**config.mk**
```make
export PLATFORM = sky130hd
export DESIGN_NAME = enigma_input_ctrl
export DESIGN_NICKNAME = d
export VERILOG_FILES = /design/src/rtl/enigma_input_ctrl.sv
export SDC_FILE = /design/constraint.sdc
export NUM_CORES = 1
export LEC_CHECK = 0
export ABC_AREA = 0
export CAP_MARGIN = 30
export CORE_MARGIN = 2
export CORE_UTILIZATION = 58
export CTS_CLUSTER_DIAMETER = 30
export CTS_CLUSTER_SIZE = 20
export DETAILED_ROUTE_END_ITERATION = 12
export GPL_TIMING_DRIVEN = 1
export HOLD_SLACK_MARGIN = 0.15
export PLACE_DENSITY = 0.83
export SLEW_MARGIN = 10
export SYNTH_ARGS = -nofsm -noshare
export SYNTH_HDL_FRONTEND = slang
export SYNTH_SLANG_ARGS = --single-unit
```
**constraint.sdc**
```tcl
create_clock -name clk -period 6.66 [get_ports clk]
set_clock_uncertainty 0.2 [all_clocks]
set_input_delay 1.332 -clock clk [delete_from_list [all_inputs] [get_ports clk]]
set_output_delay 1.332 -clock clk [all_outputs]
set_load 0.005 [all_outputs]
```
**src/rtl/enigma_input_ctrl.sv**
```systemverilog
// enigma_input_ctrl
//
// Command front-end for the Enigma core. The host raises a strobe on ui_in[7]
// with an opcode on ui_in[6:5] and a letter/position on ui_in[4:0]. The strobe
// is synchronised and edge-detected, and the command is validated and queued
// in a first-word-fall-through FIFO. From there it is offered to the core over
// a valid/ready handshake. Dropped commands raise sticky error flags.
//
// Ports
//   clk          system clock
//   rst_n        asynchronous active-low reset
//   ui_in        [7] strobe, [6:5] opcode, [4:0] data
//   cmd_valid    FIFO head holds a command
//   cmd_ready    core accepts the head this cycle
//   cmd_op       head opcode (0 when empty)
//   cmd_data     head data (0 when empty)
//   fifo_count   current FIFO occupancy
//   err_invalid  sticky: an illegal command was dropped
//   err_overflow sticky: a command was dropped because the FIFO was full
//   clr_err      synchronous clear of both sticky flags (a same-cycle set wins)
//
// Opcodes: 00 ENCRYPT, 01 SET_POS, 10 SET_RING (data must be 0..25),
//          11 RESET_ROTORS (always legal, data queued as 0).
//
// All outputs come from flops or the FIFO storage. There is no combinational
// path from ui_in or cmd_ready to any output.

module enigma_input_ctrl #(
  parameter int unsigned SYNC_STAGES = 2,
  parameter int unsigned FIFO_DEPTH  = 4,
  parameter int unsigned DATA_W      = 5,
  localparam int unsigned PtrW       = $clog2(FIFO_DEPTH),
  localparam int unsigned CntW       = PtrW + 1
) (
  input  logic              clk,
  input  logic              rst_n,
  input  logic [7:0]        ui_in,
  output logic              cmd_valid,
  input  logic              cmd_ready,
  output logic [1:0]        cmd_op,
  output logic [DATA_W-1:0] cmd_data,
  output logic [CntW-1:0]   fifo_count,
  output logic              err_invalid,
  output logic              err_overflow,
  input  logic              clr_err
);

  localparam logic [1:0] OpResetRotors = 2'b11;
  localparam logic [4:0] MaxLetter     = 5'd25;

  // ---------------------------------------------------------------------------
  // Strobe synchroniser and rising-edge detect
  // ---------------------------------------------------------------------------
  // Every stage and the history flop reset to 1. A strobe that is already high
  // when reset is released then looks like a level, not a rising edge.
  logic [SYNC_STAGES-1:0] sync_q, sync_d;
  logic                   hist_q, hist_d;
  logic                   strobe_evt;

  always_comb begin
    sync_d     = {sync_q[SYNC_STAGES-2:0], ui_in[7]};
    hist_d     = sync_q[SYNC_STAGES-1];
    strobe_evt = sync_q[SYNC_STAGES-1] & ~hist_q;
  end

  always_ff @(posedge clk or negedge rst_n) begin
    if (!rst_n) begin
      sync_q <= '1;
      hist_q <= 1'b1;
    end else begin
      sync_q <= sync_d;
      hist_q <= hist_d;
    end
  end

  // ---------------------------------------------------------------------------
  // Capture and validation
  // ---------------------------------------------------------------------------
  // The command field is sampled straight from the pins on the edge that
  // consumes strobe_evt. The host keeps it stable across the synchroniser
  // latency, so no extra capture register is needed.
  logic [1:0]        cap_op;
  logic [4:0]        cap_raw;
  logic [DATA_W-1:0] cap_data;
  logic              cmd_legal;

  always_comb begin
    cap_op    = ui_in[6:5];
    cap_raw   = ui_in[4:0];
    cmd_legal = (cap_op == OpResetRotors) || (cap_raw <= MaxLetter);
    cap_data  = (cap_op == OpResetRotors) ? '0 : DATA_W'(cap_raw);
  end

  // ---------------------------------------------------------------------------
  // FIFO control
  // ---------------------------------------------------------------------------
  logic [PtrW-1:0] wr_ptr_q, wr_ptr_d;
  logic [PtrW-1:0] rd_ptr_q, rd_ptr_d;
  logic [CntW-1:0] count_q, count_d;
  logic            fifo_empty;
  logic            fifo_full;
  logic            pop;
  logic            push;
  logic            drop_invalid;
  logic            drop_overflow;

  always_comb begin
    fifo_empty    = (count_q == '0);
    fifo_full     = (count_q == CntW'(FIFO_DEPTH));
    pop           = ~fifo_empty & cmd_ready;
    // A full FIFO still accepts a push when the head leaves on the same edge.
    push          = strobe_evt & cmd_legal & (~fifo_full | pop);
    drop_invalid  = strobe_evt & ~cmd_legal;
    drop_overflow = strobe_evt & cmd_legal & fifo_full & ~pop;

    wr_ptr_d = wr_ptr_q;
    rd_ptr_d = rd_ptr_q;
    if (push) begin
      wr_ptr_d = wr_ptr_q + PtrW'(1);
    end
    if (pop) begin
      rd_ptr_d = rd_ptr_q + PtrW'(1);
    end
    count_d = count_q + CntW'(push) - CntW'(pop);
  end

  always_ff @(posedge clk or negedge rst_n) begin
    if (!rst_n) begin
      wr_ptr_q <= '0;
      rd_ptr_q <= '0;
      count_q  <= '0;
    end else begin
      wr_ptr_q <= wr_ptr_d;
      rd_ptr_q <= rd_ptr_d;
      count_q  <= count_d;
    end
  end

  // ---------------------------------------------------------------------------
  // FIFO storage
  // ---------------------------------------------------------------------------
  logic [1:0]        op_mem_q   [FIFO_DEPTH];
  logic [DATA_W-1:0] data_mem_q [FIFO_DEPTH];

  always_ff @(posedge clk or negedge rst_n) begin
    if (!rst_n) begin
      for (int i = 0; i < FIFO_DEPTH; i++) begin
        op_mem_q[i]   <= '0;
        data_mem_q[i] <= '0;
      end
    end else if (push) begin
      op_mem_q[wr_ptr_q]   <= cap_op;
      data_mem_q[wr_ptr_q] <= cap_data;
    end
  end

  // ---------------------------------------------------------------------------
  // Sticky error flags
  // ---------------------------------------------------------------------------
  logic err_inv_q, err_inv_d;
  logic err_ovf_q, err_ovf_d;

  always_comb begin
    // If a set and a clear fall on the same edge, the set wins.
    err_inv_d = (err_inv_q & ~clr_err) | drop_invalid;
    err_ovf_d = (err_ovf_q & ~clr_err) | drop_overflow;
  end

  always_ff @(posedge clk or negedge rst_n) begin
    if (!rst_n) begin
      err_inv_q <= 1'b0;
      err_ovf_q <= 1'b0;
    end else begin
      err_inv_q <= err_inv_d;
      err_ovf_q <= err_ovf_d;
    end
  end

  // ---------------------------------------------------------------------------
  // Outputs
  // ---------------------------------------------------------------------------
  always_comb begin
    cmd_valid    = ~fifo_empty;
    cmd_op       = fifo_empty ? '0 : op_mem_q[rd_ptr_q];
    cmd_data     = fifo_empty ? '0 : data_mem_q[rd_ptr_q];
    fifo_count   = count_q;
    err_invalid  = err_inv_q;
    err_overflow = err_ovf_q;
  end

endmodule
```
Word level (Yosys, flattened, before mapping)
Index checks and enable logic that the tools add are counted.
{"block": "word_totals", "register_bits": 40, "in_bits": 12, "out_inout_bits": 13, "elab_cells": 63}
{"block": "op_classes", "add_sub_neg": 4, "n_lt_le_gt_ge": 4, "eq_ne": 2, "muxes": 15, "bitwise": 20, "n_reduce_logical": 3}
{"op": "$mux 5", "n": 5}
{"op": "$bwmux 20", "n": 1}
{"op": "$bmux 5 s2", "n": 1}
{"op": "$demux 5 s2", "n": 1}
{"op": "$and 1x1->1", "n": 9}
{"op": "$bwmux 8", "n": 1}
{"op": "$mux 2", "n": 4}
{"op": "$ge 3x3->1 const B", "n": 2}
{"op": "$not 1->1", "n": 6}
{"op": "$not 2->3", "n": 2}
{"op": "$le 5x5->1 const B", "n": 1}
{"op": "$add 2x1->2 const B", "n": 2}
{"op": "$bmux 2 s2", "n": 1}
{"op": "$demux 2 s2", "n": 1}
{"op": "$add 3x1->3", "n": 1}
{"op": "$eq 3x3->1 const B", "n": 1}
{"op": "$logic_not 3->1", "n": 1}
{"op": "$lt 3x1->1 const B", "n": 1}
{"op": "$or 1x1->1", "n": 3}
{"op": "$sub 3x1->3", "n": 1}
{"op": "$eq 2x2->1 const B", "n": 1}
{"op": "$logic_and 1x1->1", "n": 1}
{"op": "$logic_or 1x1->1", "n": 1}

Depth between registers and ports, before layout
Gate-level depths: netlist of run 1.
{"block": "logic_depth", "depth_word": 7, "ltp_mapped": 10, "mapped_depth_nobuf": 10}

Worst setup path before layout of run 1
No wires, ideal clock.
{"block": "synth_path", "path_type": "in2reg", "startpoint": "input port ui_in[1]", "endpoint": "register count_q[2], in the netlist fifo_count[2]", "setup_ps": 127, "arrival_time_ps": 3281, "required_ps": 6333, "slack_ps": 3052, "path_stages": 10, "n_path_buf": 0, "path_cell_list": "o21a_1 > a211oi_4 > inv_1 > ha_1 > inv_1 > ha_1 > inv_1 > fa_1 > xnor2_1 > xnor2_1"}
{"block": "synth_between", "elab_chain_len": 6}
{"element": "from (decl)", "line": "37", "rtl": "input logic [7:0] ui_in,"}
{"element": "$le 5x5->1", "line": "90", "rtl": "cmd_legal = (cap_op == OpResetRotors) || (cap_raw <= MaxLetter);"}
{"element": "$logic_or 1x1->1", "line": "90"}
{"element": "$and 1x1->1 (2 in a row)", "line": "112", "rtl": "push = strobe_evt & cmd_legal & (~fifo_full | pop);"}
{"element": "$add 3x1->3", "line": "124", "rtl": "count_d = count_q + CntW'(push) - CntW'(pop);"}
{"element": "$sub 3x1->3", "line": "124"}
{"element": "via count_d[2]", "line": "99", "rtl": "logic [CntW-1:0] count_q, count_d;"}
{"element": "to (signal assigned)", "line": "135", "rtl": "count_q <= count_d;"}
{"element": "to (decl)", "line": "99"}
The timed path passes the listed nets, and every way through them passes these cells.
A chain may end at the register's enable or synchronous reset.

Worst setup path after layout of run 1
{"block": "layout_path", "startpoint": "input port ui_in[5]", "endpoint": "register count_q[2], in the netlist fifo_count[2]"}
{"block": "layout_between", "elab_chain_len": 6}
{"element": "$eq 2x2->1", "line": "90"}
{"element": "$logic_or 1x1->1", "line": "90"}
{"element": "$and 1x1->1 (2 in a row)", "line": "112"}
{"element": "$add 3x1->3", "line": "124"}
{"element": "$sub 3x1->3", "line": "124"}
{"element": "via count_d[2]", "line": "99"}
The timed path passes the listed nets, and every way through them passes these cells.

==> results of run 1 <==
## critical path, delay by kind of cell
family	cells	cell delay, ns
adders and majority gates	3	0.78
buffers and inverters	4	0.78
AOI/OAI and AO/OA	2	0.73
xor gates and xnor gates	2	0.36
## report_power, final
part / internal [uW] / switching (uW) / leakage (uW)
clock: 62.1 / 73.1 / 0.0000386
sequential: 350 / 87.4 / 0.000488
combinational: 290 / 137 / 0.000491
total: 702 / 297 / 0.00102
## cells in the final DEF (no fill, tap or decap), drive strengths merged
| cell | n |
|---|---|
| a211oi | 1 |
| a21boi | 1 |
| a32o | 1 |
| and2 | 12 |
| buf | 2 |
| clkbuf | 8 |
| clkdlybuf4s50 | 23 |
| dfrtp | 37 |
| dfstp | 3 |
| fa | 1 |
| ha | 6 |
| inv | 7 |
| mux2 | 28 |
| mux4 | 7 |
| nand2 | 8 |
| nor2b | 1 |
| nor4b | 1 |
| o21a | 1 |
| o21ai | 1 |
| o2bb2ai | 1 |
| or2b | 1 |
| or3 | 1 |
| xnor2 | 4 |
| xor2 | 1 |
## cell type report
class | instances | area share [%]
Inverter | 7 | 1.163
Timing Repair Buffer | 25 | 11.30
Multi-Input combinational cell | 77 | 37.60
Sequential cell | 40 | 44.46
Tap cell | 44 | 2.436
Clock buffer | 8 | 3.045
## state kept, by name (all words and copies together), names as in the netlist
signal	cells
wr_ptr_q	2
fifo_count	3
err_invalid	1
rd_ptr_q	2
op_mem_q	8
hist_q	1
sync_q	2
err_overflow	1
data_mem_q	20
## synth_stat cells (2+ instances only)
master | n | area (um^2)
dfrtp_1 | 37 | 925.9
mux2_2 | 26 | 292.8
and2_1 | 12 | 75.07
inv_1 | 7 | 26.28
mux4_2 | 7 | 157.7
ha_1 | 6 | 75.07
nand2_1 | 4 | 15.01
nand2_4 | 4 | 45.04
xnor2_1 | 4 | 35.03
dfstp_2 | 3 | 78.83
clkbuf_1 | 2 | 7.510
mux2_4 | 2 | 30.03
## cells by family (layout without fill, tap and decap cells)
kind of cell | Yosys count | in the layout | share of synthesized area, %
flops | 40 | 40 | 53.07
mux | 35 | 35 | 25.38
simple gates | 24 | 24 | 8.857
buf+inv | 10 | 40 | 2.049
fa+ha+maj | 7 | 7 | 5.023
compound gates | 6 | 6 | 3.305
xor+xnor | 5 | 5 | 2.313
## worst max-delay path by stage
stage | startpoint | to | slack [ns] | depth (start not counted)
3_5_place_dp | ui_in[5] | fifo_count[2] | 2.37 | 11
3_3_place_gp | ui_in[6] | fifo_count[2] | 2.51 | 11
6_report | ui_in[5] | fifo_count[2] | 2.73 | 11
2_1_floorplan | ui_in[1] | fifo_count[2] | 3.05 | 10
5_1_grt | ui_in[6] | fifo_count[2] | 2.56 | 11
4_1_cts | ui_in[5] | fifo_count[2] | 2.73 | 11
## routing by layer
| layer | share of wire, % | global-route usage (%) |
|---|---|---|
| met3 | 4.0 | 6.933 |
| met4 | 2.0 | 6.522 |
| met1 | 40 | 26.37 |
| met5 | 0 | 0 |
| met2 | 54 | 38.15 |
## per-stage QoR
step | total power, uW | worst slack [ns] | utilization, %
finish | 999.0 | 2.733 | 73.41
global placement | 844.8 | 2.509 | 70.53
global route | 1067 | 2.561 | 73.41
detailed placement | 876.5 | 2.365 | 70.53
floorplan | 693.0 | 3.052 | -
CTS | 1011 | 2.729 | 72.76
==> impl_metrics.yaml, run 1 <==
status:
  status: "complete, no violations"
layout:
  final_cell_area_um2: 2260
  diodes: 0
  finalNetCount: 175
  drive_gt1_share_pct: 34.39
  area_delta_synth_final_pct: 19.37
  regArea_um2: 1005
  multiInputGateArea_um2: 849.6
  final-instance-count-excl-fill: 201
  nFillCells: 210
logic_synthesis:
  async_flop_share_pct: 100.0
  yosys_warnings: 0
  synth_cell_types: 25
  synthFlopType: "dfrtp_1"
  yosysSeqAreaShare_pct: 53.07
  syn_nets: 146
  synth_area_um2: 1893
  postSynthCellCount: 127
  ys_seq_elements: 40
  synth_edf_count: 0
  avgSynthCellArea_um2: 14.91
floorplan:
  core_um2: 3078
  placementRows: 20
  die_h_um: 61.13
  start_util_pct: 61.50
  die_area_um2: 3737
  dieWidth_um: 61.13
  io_pins: 25
clock_tree:
  cts_tree: "yes"
  hold_buffers: 0
  cts_resized: 0
  postCtsSetupRepairBufs: 0
  cts_root_buf: "clkbuf_4"
  clock_path_buffers: 2
  clkSinkCount: 40
  cts_made_buffers: 5
  clk-insertion-delay-late_ns: 0.34
  clkTransAtPathRegs_ns: 0.11
  htreeDepth: 2
setup_path:
  path_class: "in -> reg"
  r2r_slack_ns: 3.70
  slowest_delay_ns: 0.59
  r2r-start: "sync_q[1]"
  worstSetupEndpointType: "flip-flop"
  crit_required_ns: 6.72
  crit_chain: "clkdlybuf4s50_1, a21boi_2, a211oi_4, inv_1, ha_1, inv_1, ha_1, inv_1, fa_1, xnor2_1, xnor2_1"
  rr_endpoint: "fifo_count[2]"
  critPathMaxFanout: 8
  crit_arrival_ns: 3.99
  r2r_cells: 10
  crit_top_cell: "inv_1"
  start_kind: "input port"
  cp_slowest_cell: "clkdlybuf4s50_1"
placement:
  dpl.hpwl_um: 2518
  portBuffers: 24
  gp_congestion: 0.7176
  post_dp_cell_area_um2: 2171
  dp_cells: 192
drt:
  avgRoutedWirePerCell_um: 17.03
  dr_total_vias: 1112
  drt-initial-drc-count: 9
  wirelength_um: 3424
  drc: 0
  viasPerCell: 5.532
  drt-pass1-iter-count: 4
  drtAntennaViolNets: 0
sta:
  worst_pin_slew_ns: 0.7258
  final_hold_viol_count: 0
  timing.final.crit_share_pct: 58.97
  holdWs_ns: 0.1672
  fin_crit_ns: 3.927
  slew_headroom_pct: 50.93
  setup_viol: 0
  tns_ns: 0
  max_freq_mhz: 254.6
  drv_slew: 0
  rsz0062_at_grt: "false"
power_and_ir_drop:
  powerDensity_nw_per_um2: 442.1
  leakagePower_uw: 0.001017
  ir_worst_vdd_uv: 243.0
global_route:
  antenna_found_initial: 0
  track_usage_pct: 22.02
  grt-ovfl-total: 0
  grt_max_degree: 41
  grt_pass1_wl_um: 5644
  grt_pass1_vias: 1141
worst_hold_path:
  hold_depth: 0
  hold_class: "reg -> reg"
  hold_end: "sync_q[1]"
  hp-start: "sync_q[0]"
flow_run:
  maxCapViolCount: 0
(Power assumes the default switching activity.)
==> run 2, diff against run 1 <==
--- a/config.mk
+++ b/config.mk
@@ -8,13 +8,13 @@
 export ABC_AREA = 0
 export CAP_MARGIN = 30
 export CORE_MARGIN = 2
-export CORE_UTILIZATION = 58
+export CORE_UTILIZATION = 54
 export CTS_CLUSTER_DIAMETER = 30
 export CTS_CLUSTER_SIZE = 20
 export DETAILED_ROUTE_END_ITERATION = 12
 export GPL_TIMING_DRIVEN = 1
 export HOLD_SLACK_MARGIN = 0.15
-export PLACE_DENSITY = 0.83
+export PLACE_DENSITY = 0.78
 export SLEW_MARGIN = 10
 export SYNTH_ARGS = -nofsm -noshare
 export SYNTH_HDL_FRONTEND = slang
==> constraint.sdc (replaced) <==
create_clock -name clk -period 3.65 [get_ports clk]
set_clock_uncertainty 0.2 [all_clocks]
set_input_delay 0.73 -clock clk [delete_from_list [all_inputs] [get_ports clk]]
set_output_delay 0.73 -clock clk [all_outputs]
set_load 0.005 [all_outputs]
==> run 2 against run 1 <==
Net effect:
- total power is 81% higher
- sequential share of layout area decreased by 0.39 points
- utilization decreased by 5.6 points
- largest power group unchanged
- final cell count grew 2.5%
==> impl_metrics.yaml, run 2 (synthesized netlist as in run 1, its figures left out) <==
sta:
  timing.final.crit_share_pct: 87.80
  final_hold_viol_count: 0
  setup_viol: 0
  worst_pin_slew_ns: 0.5789
  drv_slew: 0
  tns_ns: 0
  max_freq_mhz: 312.0
  rsz0062_at_grt: "false"
  slew_headroom_pct: 61.41
  fin_crit_ns: 3.205
clock_tree:
  cts_root_buf: "clkbuf_4"
  htreeDepth: 2
  postCtsSetupRepairBufs: 0
  clock_path_buffers: 2
  cts_made_buffers: 5
  clk-insertion-delay-late_ns: 0.35
  clkTransAtPathRegs_ns: 0.12
  cts_tree: "yes"
  clkSinkCount: 40
floorplan:
  die_area_um2: 3996
  start_util_pct: 56.29
  dieWidth_um: 63.21
  die_h_um: 63.21
  core_um2: 3363
  io_pins: 25
  placementRows: 21
setup_path:
  r2r-start: "fifo_count[1]"
  r2r_cells: 9
  crit_arrival_ns: 2.27
  path_class: "reg -> out"
  r2r_slack_ns: 0.88
  startpoint: "rd_ptr_q[0]"
  rr_endpoint: "fifo_count[2]"
  critPathMaxFanout: 9
  crit_required_ns: 2.72
  worstSetupEndpointType: "primary output"
  start_kind: "flip-flop"
layout:
  regArea_um2: 1005
  final_common_cell: "dfrtp_1"
  largest_register_ffs: 20
  area_delta_synth_final_pct: 20.42
  utilization_pct: 67.78
  final-instance-count-excl-fill: 206
  nFillCells: 265
  drive_gt1_share_pct: 35.63
  final_cell_mix: "dfrtp_1, mux2_2, clkdlybuf4s50_1, and2_1"
  finalNetCount: 178
  diodes: 0
  registers.top_by_ff_count: "data_mem_q"
  multiInputGateArea_um2: 849.6
drt:
  wirelength_um: 3448
  drtAntennaViolNets: 0
  drc: 0
  drt-initial-drc-count: 26
  viasPerCell: 5.335
  drt-pass1-iter-count: 4
  avgRoutedWirePerCell_um: 16.74
  dr_total_vias: 1099
global_route:
  antenna_found_initial: 0
  busiest_layer: "met2"
  grt_pass1_wl_um: 5658
  use_met2_pct: 32.18
  track_usage_pct: 19.38
  grt-ovfl-total: 0
  grt_max_degree: 41
  grtUsageMet3_pct: 5.714
  use_met1_pct: 24.42
  grt_pass1_vias: 1137
power_and_ir_drop:
  p_int_uw: 1264
  clock_power_share_pct: 13.1
  powerDensity_nw_per_um2: 794.4
  power_frac_comb_pct: 43.1
  leakagePower_uw: 0.001032
  p_switching_uw: 547.1
  swShare_pct: 30.21
  ir_worst_vdd_uv: 458.3
  seq_power_share_pct: 43.8
worst_hold_path:
  hp-start: "sync_q[0]"
  hold_depth: 0
  hold_end: "sync_q[1]"
  hold_class: "reg -> reg"
placement:
  portBuffers: 24
  dp_cells: 196
  gp_congestion: 0.7223
  dpl.hpwl_um: 2436
status:
  status: "complete, no violations"
flow_run:
  maxCapViolCount: 0
[run 2: changes by cell type in the layout (fill, tap and decap cells not counted), sizes merged]
cell         change
buf              +2
clkbuf           -2
clkinv           +2
dlygate4sd3      +1
[run 2: worst max path at each step]
stage	to	slack, ns	cells after the start
6_report	cmd_data[4]	0.45	3
5_1_grt	cmd_op[1]	0.30	3
4_1_cts	cmd_data[4]	0.40	3
3_5_place_dp	fifo_count[2]	0.37	11
3_3_place_gp	fifo_count[2]	0.50	11
2_1_floorplan	fifo_count[2]	0.64	10
[run 2: stage by stage]
step | total power [uW] | instance area, um^2 | setup WS (ns) | hold WS (ns)
after floorplan | 1265 | 1893 | 0.6441 | 0.1452
after global placement | 1542 | 2188 | 0.4972 | 0.1475
after detailed placement | 1592 | 2188 | 0.3652 | 0.1475
after CTS | 1831 | 2250 | 0.4043 | 0.1593
after global routing | 1933 | 2280 | 0.3042 | 0.1647
final | 1811 | 2280 | 0.4452 | 0.1551
[run 2: critical path, stage by stage (launching register included)]
cell and delay (ns):
dfrtp_1 0.73, mux4_2 0.57, and2_1 0.18, clkdlybuf4s50_1 0.45
[run 2: area by class of cell]
| cell class | instances | share of cell area [%] |
|---|---|---|
| Clock inverter | 2 | 0.4391 |
| Inverter | 7 | 1.153 |
| Sequential cell | 40 | 44.07 |
| Timing Repair Buffer | 28 | 12.29 |
| Clock buffer | 6 | 2.250 |
| Multi-Input combinational cell | 77 | 37.27 |
| Tap cell | 46 | 2.525 |
[run 2: power by group through the flow]
stage          combinational [uW]  sequential (uW)  clock, uW
6_report                      781              793        238
3_5_place_dp                  785              806          0
2_1_floorplan                 543              721          0
3_3_place_gp                  757              784          0
4_1_cts                       791              796        243
5_1_grt                       848              820        264
[run 2: repair_timing]
action                    4_1_cts  5_1_grt
resized for setup               0        0
hold endpoints to repair        0        2
hold buffers                    0        1
[run 2: per-layer routing]
metal,wire length [um],share of wire (%),vias up
li1,-,-,507
met1,1466,43,567
met2,1816,53,20
met3,122,3.5,5
met4,42,1.2,0
met5,0,0,-
